`config.mk`:
```
export PLATFORM = sky130hd
export DESIGN_NAME = fetch_instruction
export DESIGN_NICKNAME = d
export VERILOG_FILES = /design/src/rtl/fetch_instruction_pkg.sv /design/src/rtl/fetch_instruction_pc_reg.sv /design/src/rtl/fetch_instruction.sv
export SDC_FILE = /design/constraint.sdc
export NUM_CORES = 1
export LEC_CHECK = 0
export CAP_MARGIN = 10
export CORE_UTILIZATION = 40
export CTS_CLUSTER_DIAMETER = 100
export DETAILED_ROUTE_END_ITERATION = 6
export PLACE_DENSITY = 0.71
export REMOVE_ABC_BUFFERS = 1
export SLEW_MARGIN = 20
export SYNTH_ARGS = -nofsm -noshare
export SYNTH_HDL_FRONTEND = slang
export SYNTH_HIERARCHICAL = 1
export SYNTH_SLANG_ARGS = --single-unit
```
`constraint.sdc`:
```
create_clock -name clk -period 3.8 [get_ports clk]
set_input_delay 0.38 -clock clk [delete_from_list [all_inputs] [get_ports clk]]
set_output_delay 0.38 -clock clk [all_outputs]
set_load 0.05 [all_outputs]
```
`src/rtl/fetch_instruction_pkg.sv`:
```
// Shared definitions for the instruction fetch stage: opcodes, NOP word, fetch state encoding.
package fetch_instruction_pkg;

    localparam int unsigned XLEN = 16;
    localparam int unsigned OPW  = 5;

    localparam logic [OPW-1:0]  OP_HALT  = 5'b00000;
    localparam logic [OPW-1:0]  OP_NOP   = 5'b00001;
    localparam logic [XLEN-1:0] NOP_WORD = 16'h0800;
    localparam logic [XLEN-1:0] PC_STEP  = 16'd2;

    typedef enum logic [1:0] {
        ST_FETCH  = 2'd0,
        ST_WAIT   = 2'd1,
        ST_DROP   = 2'd2,
        ST_HALTED = 2'd3
    } fetch_state_t;

    function automatic logic is_halt(input logic [XLEN-1:0] word);
        return word[XLEN-1:XLEN-OPW] == OP_HALT;
    endfunction

endpackage

```
`src/rtl/fetch_instruction_pc_reg.sv`:
```
// Program counter register: synchronous reset to START_PC, loads d when load is high.
module pc_reg
    import fetch_instruction_pkg::*;
#(
    parameter logic [XLEN-1:0] START_PC = 16'h0000
)
(
    input  logic            clk,
    input  logic            rst,
    input  logic            load,
    input  logic [XLEN-1:0] d,
    output logic [XLEN-1:0] q
);

    always_ff @(posedge clk) begin
        if (rst) begin
            q <= START_PC;
        end else if (load) begin
            q <= d;
        end
    end

endmodule

```
`src/rtl/fetch_instruction.sv`:
```
// Instruction fetch stage: PC ownership, imem reads with wait states, redirect flush, HALT stop.
// Optional misaligned-redirect trap enabled by defining FETCH_ALIGN_CHECK_EN.
module fetch_instruction
    import fetch_instruction_pkg::*;
#(
    parameter logic [15:0] START_PC = 16'h0000
)
(
    input  logic        clk,
    input  logic        rst,
    output logic        imemRd,
    output logic [15:0] imemAddr,
    input  logic [15:0] imemData,
    input  logic        imemReady,
    input  logic        redirect,
    input  logic [15:0] redirectPC,
    output logic [15:0] instruction,
    output logic [15:0] instPCPlus2,
    output logic        instValid,
    input  logic        instReady,
    output logic        halted,
    output logic        err
);

    fetch_state_t    state;
    fetch_state_t    state_next;
    logic [XLEN-1:0] pc;
    logic [XLEN-1:0] pc_plus2;
    logic [XLEN-1:0] pc_next;
    logic [XLEN-1:0] drop_addr;
    logic [XLEN-1:0] redirect_target;
    logic            pc_load;
    logic            slot_free;
    logic            redirect_act;
    logic            align_err;
    logic            outstanding;
    logic            capture;

    assign pc_plus2     = pc + PC_STEP;
    assign slot_free    = !instValid || instReady;
    assign redirect_act = redirect && (state != ST_HALTED);
    assign outstanding  = (state == ST_WAIT) || (state == ST_DROP) ||
                          ((state == ST_FETCH) && imemRd);
    // Returning data is only kept when no redirect lands in the same cycle.
    assign capture      = !redirect_act && imemReady &&
                          (((state == ST_FETCH) && imemRd) || (state == ST_WAIT));

`ifdef FETCH_ALIGN_CHECK_EN
    assign align_err       = redirect_act && redirectPC[0];
    assign redirect_target = redirectPC;
`else
    assign align_err       = 1'b0;
    assign redirect_target = redirectPC & 16'hFFFE;
`endif

    assign pc_load = (redirect_act && !align_err) || capture;
    assign pc_next = redirect_act ? redirect_target : pc_plus2;

    pc_reg #(
        .START_PC (START_PC)
    ) u_pc_reg (
        .clk  (clk),
        .rst  (rst),
        .load (pc_load),
        .d    (pc_next),
        .q    (pc)
    );

    // State register
    always_ff @(posedge clk) begin
        if (rst) begin
            state <= ST_FETCH;
        end else begin
            state <= state_next;
        end
    end

    // Next-state logic; a redirect overrides every other transition
    always_comb begin
        state_next = state;
        case (state)
            ST_FETCH: begin
                if (imemRd && imemReady) begin
                    state_next = is_halt(imemData) ? ST_HALTED : ST_FETCH;
                end else if (imemRd) begin
                    state_next = ST_WAIT;
                end
            end
            ST_WAIT: begin
                if (imemReady) begin
                    state_next = is_halt(imemData) ? ST_HALTED : ST_FETCH;
                end
            end
            ST_DROP: begin
                if (imemReady) begin
                    state_next = ST_FETCH;
                end
            end
            default: state_next = ST_HALTED;
        endcase
        if (redirect_act) begin
            if (align_err) begin
                state_next = ST_HALTED;
            end else if (outstanding && !imemReady) begin
                state_next = ST_DROP;
            end else begin
                state_next = ST_FETCH;
            end
        end
    end

    // Memory request outputs; DROP keeps presenting the abandoned address until it completes
    always_comb begin
        imemRd   = 1'b0;
        imemAddr = pc;
        case (state)
            ST_FETCH: imemRd = slot_free;
            ST_WAIT:  imemRd = 1'b1;
            ST_DROP: begin
                imemRd   = 1'b1;
                imemAddr = drop_addr;
            end
            default:  imemRd = 1'b0;
        endcase
        if (rst) begin
            imemRd = 1'b0;
        end
    end

    // Output slot, halt flag and the address of any read being abandoned
    always_ff @(posedge clk) begin
        if (rst) begin
            instruction <= NOP_WORD;
            instPCPlus2 <= '0;
            instValid   <= 1'b0;
            halted      <= 1'b0;
            drop_addr   <= START_PC;
        end else begin
            if (redirect_act) begin
                instValid <= 1'b0;
                if (state != ST_DROP) begin
                    drop_addr <= pc;
                end
            end else if (capture) begin
                instruction <= imemData;
                instPCPlus2 <= pc_plus2;
                instValid   <= 1'b1;
            end else if (instValid && instReady) begin
                instValid <= 1'b0;
            end
            if (align_err || ((state == ST_HALTED) && slot_free)) begin
                halted <= 1'b1;
            end
        end
    end

`ifdef FETCH_ALIGN_CHECK_EN
    always_ff @(posedge clk) begin
        if (rst) begin
            err <= 1'b0;
        end else if (align_err) begin
            err <= 1'b1;
        end
    end
`else
    assign err = 1'b0;
`endif

endmodule

```
==> impl_metrics.yaml, run 1 <==
synth:
  ys_types: 48
  synth_warnings: 6
  synth-edff-count: 0
  async_flop_share_pct: 0
  ys_seq_elements: 68
  synth-main-ff-cell: "dfxtp_1"
  synthesis.area_sq_mm: 0.00337
  ys_seq_area_share_pct: 40.4
  avgSynthCellArea_sq_um: 8.63
  synthCells: 390
worst_setup_path:
  required_ns: 4.00
  reg2reg_from: "state[0]"
  critPathMaxFanout: 22
  reg2reg_to: "u_pc_reg/q[7]"
  worst_setup_path_start_kind: "flip-flop"
  end_kind: "flip-flop"
  cp_slowest_cell: "nand2_1"
  cp.arrival_ns: 3.38
  max_stage_delay_ns: 0.77
  reg2reg_depth: 7
  crit_chain: "inv_1, ha_1, nor3b_4, o41a_1, nand2_1, mux2i_1, nor2_1"
  ff2ff_setup_slack_ns: 0.62
  path_class: "reg -> reg"
outcome:
  status: "finished clean"
layout:
  register_area_sq_mm: 0.00136
  fillCellCount: 778
  multi_input_area_sq_mm: 0.00180
  syn_to_final_growth_pct: 32.5
  finish.utilization_pct: 54.6
  drive_gt1_share_pct: 11.3
  nets: 499
die:
  die_w_um: 93.7
  die-height_um: 93.7
  io_pins: 89
  initial_core_util_pct: 41.2
  core-area_sq_mm: 0.00818
  dieArea_sq_mm: 0.00879
  fp-row-count: 33
sta:
  clock.fmax_mhz: 314
  hold_viol_final: 0
  fin_crit_sh_pct: 83.7
  fin_crit_ns: 3.18
  tightestPinTransition_ns: 0.976
  drv_slew: 0
  finalSetupTns_ns: 0
  clock_skew_ns: 0.00924
  finalSetupViolCount: 0
  slew_headroom_pct: 34.8
  rsz0062_at_grt: "false"
  setup_slack_ns: 0.620
grt:
  grt_pass1_vias: 2762
  gr-total-overflow: 0
  grt_start_max_net_pins: 65
  grt_pass1_wl_mm: 13.7
  grt_antenna_before_repair: 1
  track_usage_pct: 20.0
power_and_ir_drop:
  ir_drop_v: 0.000224
  power.density_mw_per_mm2: 477
  finalPower_uw: 2130
  p_switching_uw: 656
  internal_power_uw: 1470
  pwr-share-comb_pct: 25.5
  seq_power_share_pct: 37.9
  p_leak_uw: 0.00162
  power.share.clock_pct: 36.6
  netSwitchingFraction_pct: 30.8
hold_path:
  hold_depth: 2
  hold_path.class: "in -> reg"
  holdPathEnd: "halted"
  worst_hold_startpoint: "rst"
routing:
  drt_iter0_drc: 192
  routed_via_density: 5.40
  antenna_left: 0
  wl_per_cell_um: 15.3
  drt_first_pass_iters: 5
  drc: 0
  wl_mm: 8.70
  num_vias: 3070
clock_network:
  ctsHtreeMaxLevel: 3
  cts_buffers: 9
  ctsHoldBuffers: 0
  clock_path_buffers: 2
  cts-resized-gates: 0
  clkTransAtPathRegs_ns: 0.07
  cts_sinks: 68
  postCtsSetupBuffers: 0
  cts_root_buffer: "clkbuf_8"
  cts_tree: "done"
  insertion_delay_ns: 0.34
placement:
  place_congestion: 0.784
  portBuffers: 86
  dp_hpwl_mm: 5.61
  pre_cts_ws_ns: 0.604
job:
  max-cap-violations: 0
[worst max path at each step]
stage | start | endpoint | slack, ns | depth (start not counted)
finish | state[0] | u_pc_reg/q[7] | 0.62 | 7
global route | state[0] | u_pc_reg/q[1] | 0.34 | 7
CTS | state[0] | u_pc_reg/q[7] | 0.62 | 7
detailed placement | instReady | u_pc_reg/q[7] | 0.60 | 6
global placement | instReady | u_pc_reg/q[8] | 0.61 | 6
floorplan | state[0] | u_pc_reg/q[0] | 0.54 | 5
[cell usage after synthesis, types with 2 or more instances]
library cell | n | area share (%)
xor2_1 | 7 | 1.8
and2_1 | 2 | 0.37
mux2i_1 | 16 | 4.8
buf_2 | 12 | 1.8
buf_6 | 5 | 1.7
nor2_1 | 33 | 3.7
ha_1 | 5 | 1.9
nand3_1 | 21 | 3.1
xnor2_1 | 6 | 1.6
a21oi_1 | 64 | 9.5
nor3_1 | 3 | 0.45
mux2_2 | 16 | 5.4
a211oi_2 | 6 | 2.2
dfxtp_1 | 68 | 40
nand4_1 | 6 | 1.1
a211oi_1 | 8 | 1.8
clkbuf_2 | 2 | 0.30
a311o_1 | 2 | 0.59
a21boi_0 | 2 | 0.45
nand2_1 | 40 | 4.5
nand2b_1 | 3 | 0.56
and3_1 | 2 | 0.37
inv_1 | 2 | 0.22
o21ai_0 | 21 | 3.1
buf_1 | 6 | 0.67
and4_1 | 3 | 0.78
clkbuf_1 | 8 | 0.89
[cells by family after synthesis]
kind of cell	count (synthesis)	synth area share [%]
adder cells (fa/ha/maj)	5	1.86
multiplexers	32	10.1
buffers and inverters	37	6.35
AND/OR/NAND/NOR	123	17.4
XOR/XNOR	13	3.38
flip-flops	68	40.4
other	1	0.111
AO/OA/AOI/OAI	111	20.4
[cells in the final DEF, fill, tap and decap left out, drive strengths merged, types with 13 or more instances in the layout]
cell / count
mux2i: 16
a21oi: 64
dfxtp: 68
nand3: 21
mux2: 16
clkbuf: 13
nand2: 41
nor2: 35
o21ai: 21
clkdlybuf4s50: 85
a211oi: 14
[metal layers]
layer  share of wire, %  track usage [%]  vias to the layer above
li1                   -                -                     1505
met3                6.9             4.05                        8
met2                 46             33.7                      106
met1                 46             25.3                     1451
met5                  0                0                        -
met4                1.0             6.54                        0
[state kept, by name, summed over array words and instances, names as in the netlist]
name         flops
instPCPlus2     16
state            2
drop_addr       16
instValid        1
halted           1
instruction     16
u_pc_reg/q      16
[through the flow]
stage | instance area (sq um) | std cells | hold WS (ns)
finish | 4460 | 568 | 0.381
floorplan | 3160 | 355 | 0.427
global route | 4460 | 567 | 0.385
CTS | 4460 | 567 | 0.361
global placement | 4190 | 551 | 0.438
detailed placement | 4190 | 551 | 0.447
[final cells by class]
| type | count | area share [%] |
|---|---|---|
| repair buffers | 91 | 20.0 |
| clock buffers | 13 | 4.01 |
| multi-input cells | 285 | 40.3 |
| diodes | 1 | 0.0561 |
| well taps | 105 | 2.94 |
| clock inverters | 3 | 2.02 |
| inverters | 2 | 0.168 |
| flip-flops and latches | 68 | 30.5 |
[power by group through the flow]
stage / clock [uW] / sequential, uW / combinational, uW
final: 780 / 807 / 543
after global routing: 836 / 814 / 577
after floorplan: 0 / 887 / 279
after global placement: 0 / 819 / 534
after detailed placement: 0 / 822 / 541
after CTS: 798 / 806 / 543
[worst max-delay path: cells and delay by family (launching register included)]
kind / cells / cell delay, ns
AO/OA/AOI/OAI: 1 / 0.66
adder cells (fa/ha/maj): 1 / 0.35
buffers and inverters: 1 / 0.08
flip-flops: 1 / 0.39
multiplexers: 1 / 0.39
AND/OR/NAND/NOR: 3 / 1.17
Note: power is estimated with default switching activity, not from simulation.
==> run 2: changes to the inputs <==
Settings changed: PLACE_DENSITY 0.71 to 0.74.
Clock period 3.8 ns to 2.6 ns, I/O delays scaled along.
==> impl_metrics.yaml, run 2 (same netlist as run 1, synthesis figures left out) <==
layout:
  finish.utilization_pct: 53.6
  syn_to_final_growth_pct: 30.1
  finalInstanceArea_sq_mm: 0.00438
  nets: 504
  final_cell_mix: "dfxtp_1, clkdlybuf4s50_1, a21oi_1"
  instances_no_fill: 573
  drive_gt1_share_pct: 15.8
sta:
  hold_viol_final: 0
  tightestPinTransition_ns: 0.783
  setup_slack_ns: 0.182
  clock_skew_ns: 0.00709
  slew_headroom_pct: 47.8
  clock.fmax_mhz: 414
  finalSetupViolCount: 0
  drv_slew: 0
  fin_crit_sh_pct: 93.0
  rsz0062_at_grt: "false"
  fin_crit_ns: 2.42
  whs_ns: 0.456
clock_network:
  postCtsSetupBuffers: 0
  cts-resized-gates: 0
  insertion_delay_ns: 0.34
  ctsHtreeMaxLevel: 3
  cts_buffers: 9
  cts_root_buffer: "clkbuf_8"
  cts_sinks: 68
  clkTransAtPathRegs_ns: 0.07
  ctsHoldBuffers: 0
  clock_path_buffers: 2
  cts_tree: "done"
placement:
  placed_area_sq_mm: 0.00419
  dpl.cell_count: 556
  dp_hpwl_mm: 5.67
  place_congestion: 0.764
  pre_cts_ws_ns: 0.247
  portBuffers: 86
routing:
  routed_via_density: 5.33
  num_vias: 3052
  antenna_left: 0
  drc: 0
  wl_per_cell_um: 14.6
  drt_first_pass_iters: 4
  drt_iter0_drc: 187
  wl_mm: 8.38
outcome:
  status: "finished clean"
worst_setup_path:
  worst_setup_path_start_kind: "flip-flop"
  path_class: "reg -> reg"
  reg2reg_depth: 8
  end_kind: "flip-flop"
  required_ns: 2.79
  critPathMaxFanout: 16
  cp.arrival_ns: 2.61
die:
  dieArea_sq_mm: 0.00879
  io_pins: 89
  fp-row-count: 33
  core-area_sq_mm: 0.00818
  initial_core_util_pct: 41.2
  die_w_um: 93.7
  die-height_um: 93.7
grt:
  grt_start_max_net_pins: 74
  grt_antenna_before_repair: 1
  gr-total-overflow: 0
  track_usage_pct: 19.9
  grt_pass1_wl_mm: 13.8
  grt_pass1_vias: 2855
job:
  max-cap-violations: 0
hold_path:
  hold_path.class: "reg -> reg"
  hold_depth: 2
power_and_ir_drop:
  ir_drop_v: 0.000318
  power.density_mw_per_mm2: 645
  p_leak_uw: 0.00163
[run 2: cell count changes in the layout (fill, tap and decap cells not counted), sizes merged]
cell | previous run | this run
clkinvlp | 0 | 3
buf | 6 | 28
clkdlybuf4s50 | 85 | 68
clkbuf | 13 | 9
clkinv | 0 | 3
bufinv | 3 | 1
[run 2: power by group]
part | switching, uW | internal [uW] | total [uW]
combinational | 488 | 297 | 785
sequential | 68.5 | 1110 | 1180
clock | 423 | 437 | 860
total | 979 | 1850 | 2820
[run 2: area by class of cell]
| cell class | instances | area [sq um] |
|---|---|---|
| Clock buffer | 9 | 124 |
| Antenna cell | 1 | 2.50 |
| Fill cell | 778 | 3800 |
| Clock inverter | 7 | 67.6 |
| Sequential cell | 68 | 1360 |
| Inverter | 2 | 7.51 |
| Timing Repair Buffer | 96 | 888 |
| Multi-Input combinational cell | 285 | 1800 |
| Tap cell | 105 | 131 |
[run 2: critical path, stage by stage (launching register included)]
cell     delay [ns]
dfxtp_1        0.39
inv_1          0.08
ha_1           0.35
nor3b_4        0.38
o41a_1         0.43
nand2_1        0.10
buf_4          0.25
mux2i_1        0.22
nor2_1         0.07
[run 2: routing by layer]
metal,wire length (um),global-route usage (%)
met1,3940,25.6
met2,3850,32.1
met3,495,5.10
met4,87,6.67
met5,0,0
[run 2: path summary, 6_finish.rpt]
kind | slack, ns | endpoint | start
worst min register to register | 0.46 | drop_addr[11] | drop_addr[11]
worst min-delay path | 0.46 | drop_addr[11] | drop_addr[11]
worst max-delay path | 0.18 | u_pc_reg/q[15] | state[0]
worst max register to register | 0.18 | u_pc_reg/q[15] | state[0]
[run 2: through the flow]
step           power (uW)  TNS, ns
2_1_floorplan        1700   -10.63
3_3_place_gp         1970        0
3_5_place_dp         1990        0
4_1_cts              2840        0
5_1_grt              2950        0
6_report             2820        0
==> run 3: changes to the inputs <==
Settings changed: CELL_PAD_IN_SITES_DETAIL_PLACEMENT set to 1, CELL_PAD_IN_SITES_GLOBAL_PLACEMENT set to 1, CORE_MARGIN set to 8, CORE_UTILIZATION 40 to 39, PLACE_DENSITY 0.74 to 0.89.
Clock period 2.6 ns to 2.9 ns, I/O delays scaled along.
==> impl_metrics.yaml, run 3 (same netlist as run 1, synthesis figures left out) <==
die:
  die_w_um: 109
  core-area_sq_mm: 0.00855
  dieArea_sq_mm: 0.0119
  io_pins: 89
  initial_core_util_pct: 39.4
  die-height_um: 109
  fp-row-count: 34
power_and_ir_drop:
  power.share.clock_pct: 27.2
  internal_power_uw: 1570
  p_leak_uw: 0.00162
  p_switching_uw: 880
  pwr-share-comb_pct: 29.5
  power.density_mw_per_mm2: 562
  finalPower_uw: 2450
  netSwitchingFraction_pct: 35.8
  seq_power_share_pct: 43.2
  ir_drop_v: 0.000211
grt:
  grt_antenna_before_repair: 0
  grt_pass1_wl_mm: 16.4
  grt_start_max_net_pins: 50
  grt_pass1_vias: 3256
  track_usage_pct: 17.4
  gr-total-overflow: 0
clock_network:
  cts-resized-gates: 0
  postCtsSetupBuffers: 0
  cts_tree: "done"
  clkTransAtPathRegs_ns: 0.08
  cts_root_buffer: "clkbuf_8"
  cts_buffers: 9
  ctsHoldBuffers: 0
  clock_path_buffers: 2
  cts_sinks: 68
  insertion_delay_ns: 0.34
  ctsHtreeMaxLevel: 3
hold_path:
  holdPathEnd: "halted"
  hold_depth: 2
  worst_hold_startpoint: "rst"
  hold_path.class: "in -> reg"
placement:
  pre_cts_ws_ns: 0.530
  place_congestion: 0.805
  dp_hpwl_mm: 7.30
  placed_area_sq_mm: 0.00421
  portBuffers: 86
sta:
  finalSetupTns_ns: 0
  clock_skew_ns: 0.00808
  tightestPinTransition_ns: 0.693
  slew_headroom_pct: 53.8
  clock.fmax_mhz: 391
  hold_viol_final: 0
  whs_ns: 0.426
  fin_crit_ns: 2.56
  setup_slack_ns: 0.342
  finalSetupViolCount: 0
  drv_slew: 0
  fin_crit_sh_pct: 88.2
  rsz0062_at_grt: "false"
worst_setup_path:
  path_class: "reg -> out"
  crit_chain: "inv_1, ha_1, a21oi_1, nor3_1, clkdlybuf4s50_1"
  end_kind: "primary output"
  worst_setup_path_start_kind: "flip-flop"
  reg2reg_depth: 8
  cp.arrival_ns: 2.27
  path_delay_family: "buffers and inverters"
  critPathMaxFanout: 4
  required_ns: 2.61
  reg2reg_from: "state[0]"
  cp_slowest_cell: "clkdlybuf4s50_1"
  max_stage_delay_ns: 0.83
  ff2ff_setup_slack_ns: 0.61
  critPathBufInv: 2
  reg2reg_to: "instPCPlus2[4]"
job:
  max-cap-violations: 0
layout:
  drive_gt1_share_pct: 14.5
  register_area_sq_mm: 0.00136
  fillCellCount: 1024
  syn_to_final_growth_pct: 29.8
  final_common_cell: "clkdlybuf4s50_1"
  antennaDiodeCount: 0
  finalInstanceArea_sq_mm: 0.00437
  multi_input_area_sq_mm: 0.00180
  final_cell_mix: "clkdlybuf4s50_1, dfxtp_1, a21oi_1"
  nets: 505
routing:
  wl_met2_mm: 5.09
  wl_mm: 10.2
  drt_first_pass_iters: 4
  num_vias: 3108
  drt-met1-wl_mm: 4.52
  wl_per_cell_um: 17.8
  drc: 0
  drt_iter0_drc: 117
  routed_via_density: 5.40
  route.met3.wl_um: 550
  highest_layer: "met4"
  antenna_left: 0
outcome:
  status: "finished clean"
[run 3: cell count changes in the layout (fill, tap and decap cells not counted)]
| cell | change |
|---|---|
| clkbuf_1 | +2 |
| diode_2 | -1 |
| clkinv_4 | +1 |
| bufinv_16 | -1 |
| clkinv_2 | +1 |
| clkdlybuf4s50_1 | +5 |
| buf_4 | -4 |
| clkinvlp_4 | -3 |
[run 3: how the worst max path moves through the flow]
stage,from,endpoint,slack [ns],cells past startpoint
6_report,state[0],imemRd,0.34,5
5_1_grt,state[0],imemRd,0.22,5
4_1_cts,state[0],imemAddr[7],0.32,4
3_5_place_dp,instReady,imemRd,0.53,5
3_3_place_gp,instReady,imemRd,0.54,5
2_1_floorplan,state[0],u_pc_reg/q[0],-0.36,5
[run 3: area by class of cell]
| type | instances | share of cell area [%] |
|---|---|---|
| Multi-Input combinational cell | 285 | 41.1 |
| Sequential cell | 68 | 31.2 |
| Timing Repair Buffer | 97 | 20.8 |
| Tap cell | 108 | 3.09 |
| Clock buffer | 11 | 3.01 |
| Clock inverter | 5 | 0.659 |
| Inverter | 2 | 0.172 |
[run 3: routing by layer]
metal | up-vias | track usage (%)
met5 | - | 0
met4 | 0 | 4.40
met3 | 7 | 4.08
met2 | 66 | 30.1
met1 | 1518 | 21.1
li1 | 1517 | -
[run 3: power by group through the flow]
| stage | Sequential [uW] | Combinational [uW] | Clock, uW |
|---|---|---|---|
| after global placement | 1080 | 709 | 0 |
| final | 1060 | 724 | 669 |
| after floorplan | 1160 | 365 | 0 |
| after global routing | 1070 | 773 | 731 |
| after CTS | 1060 | 732 | 695 |
| after detailed placement | 1080 | 730 | 0 |
[run 3: per-stage QoR]
step	cells	util (%)
6_report	576	51.1
5_1_grt	576	51.1
4_1_cts	576	51.1
3_5_place_dp	560	49.2
3_3_place_gp	560	49.2
2_1_floorplan	355	-
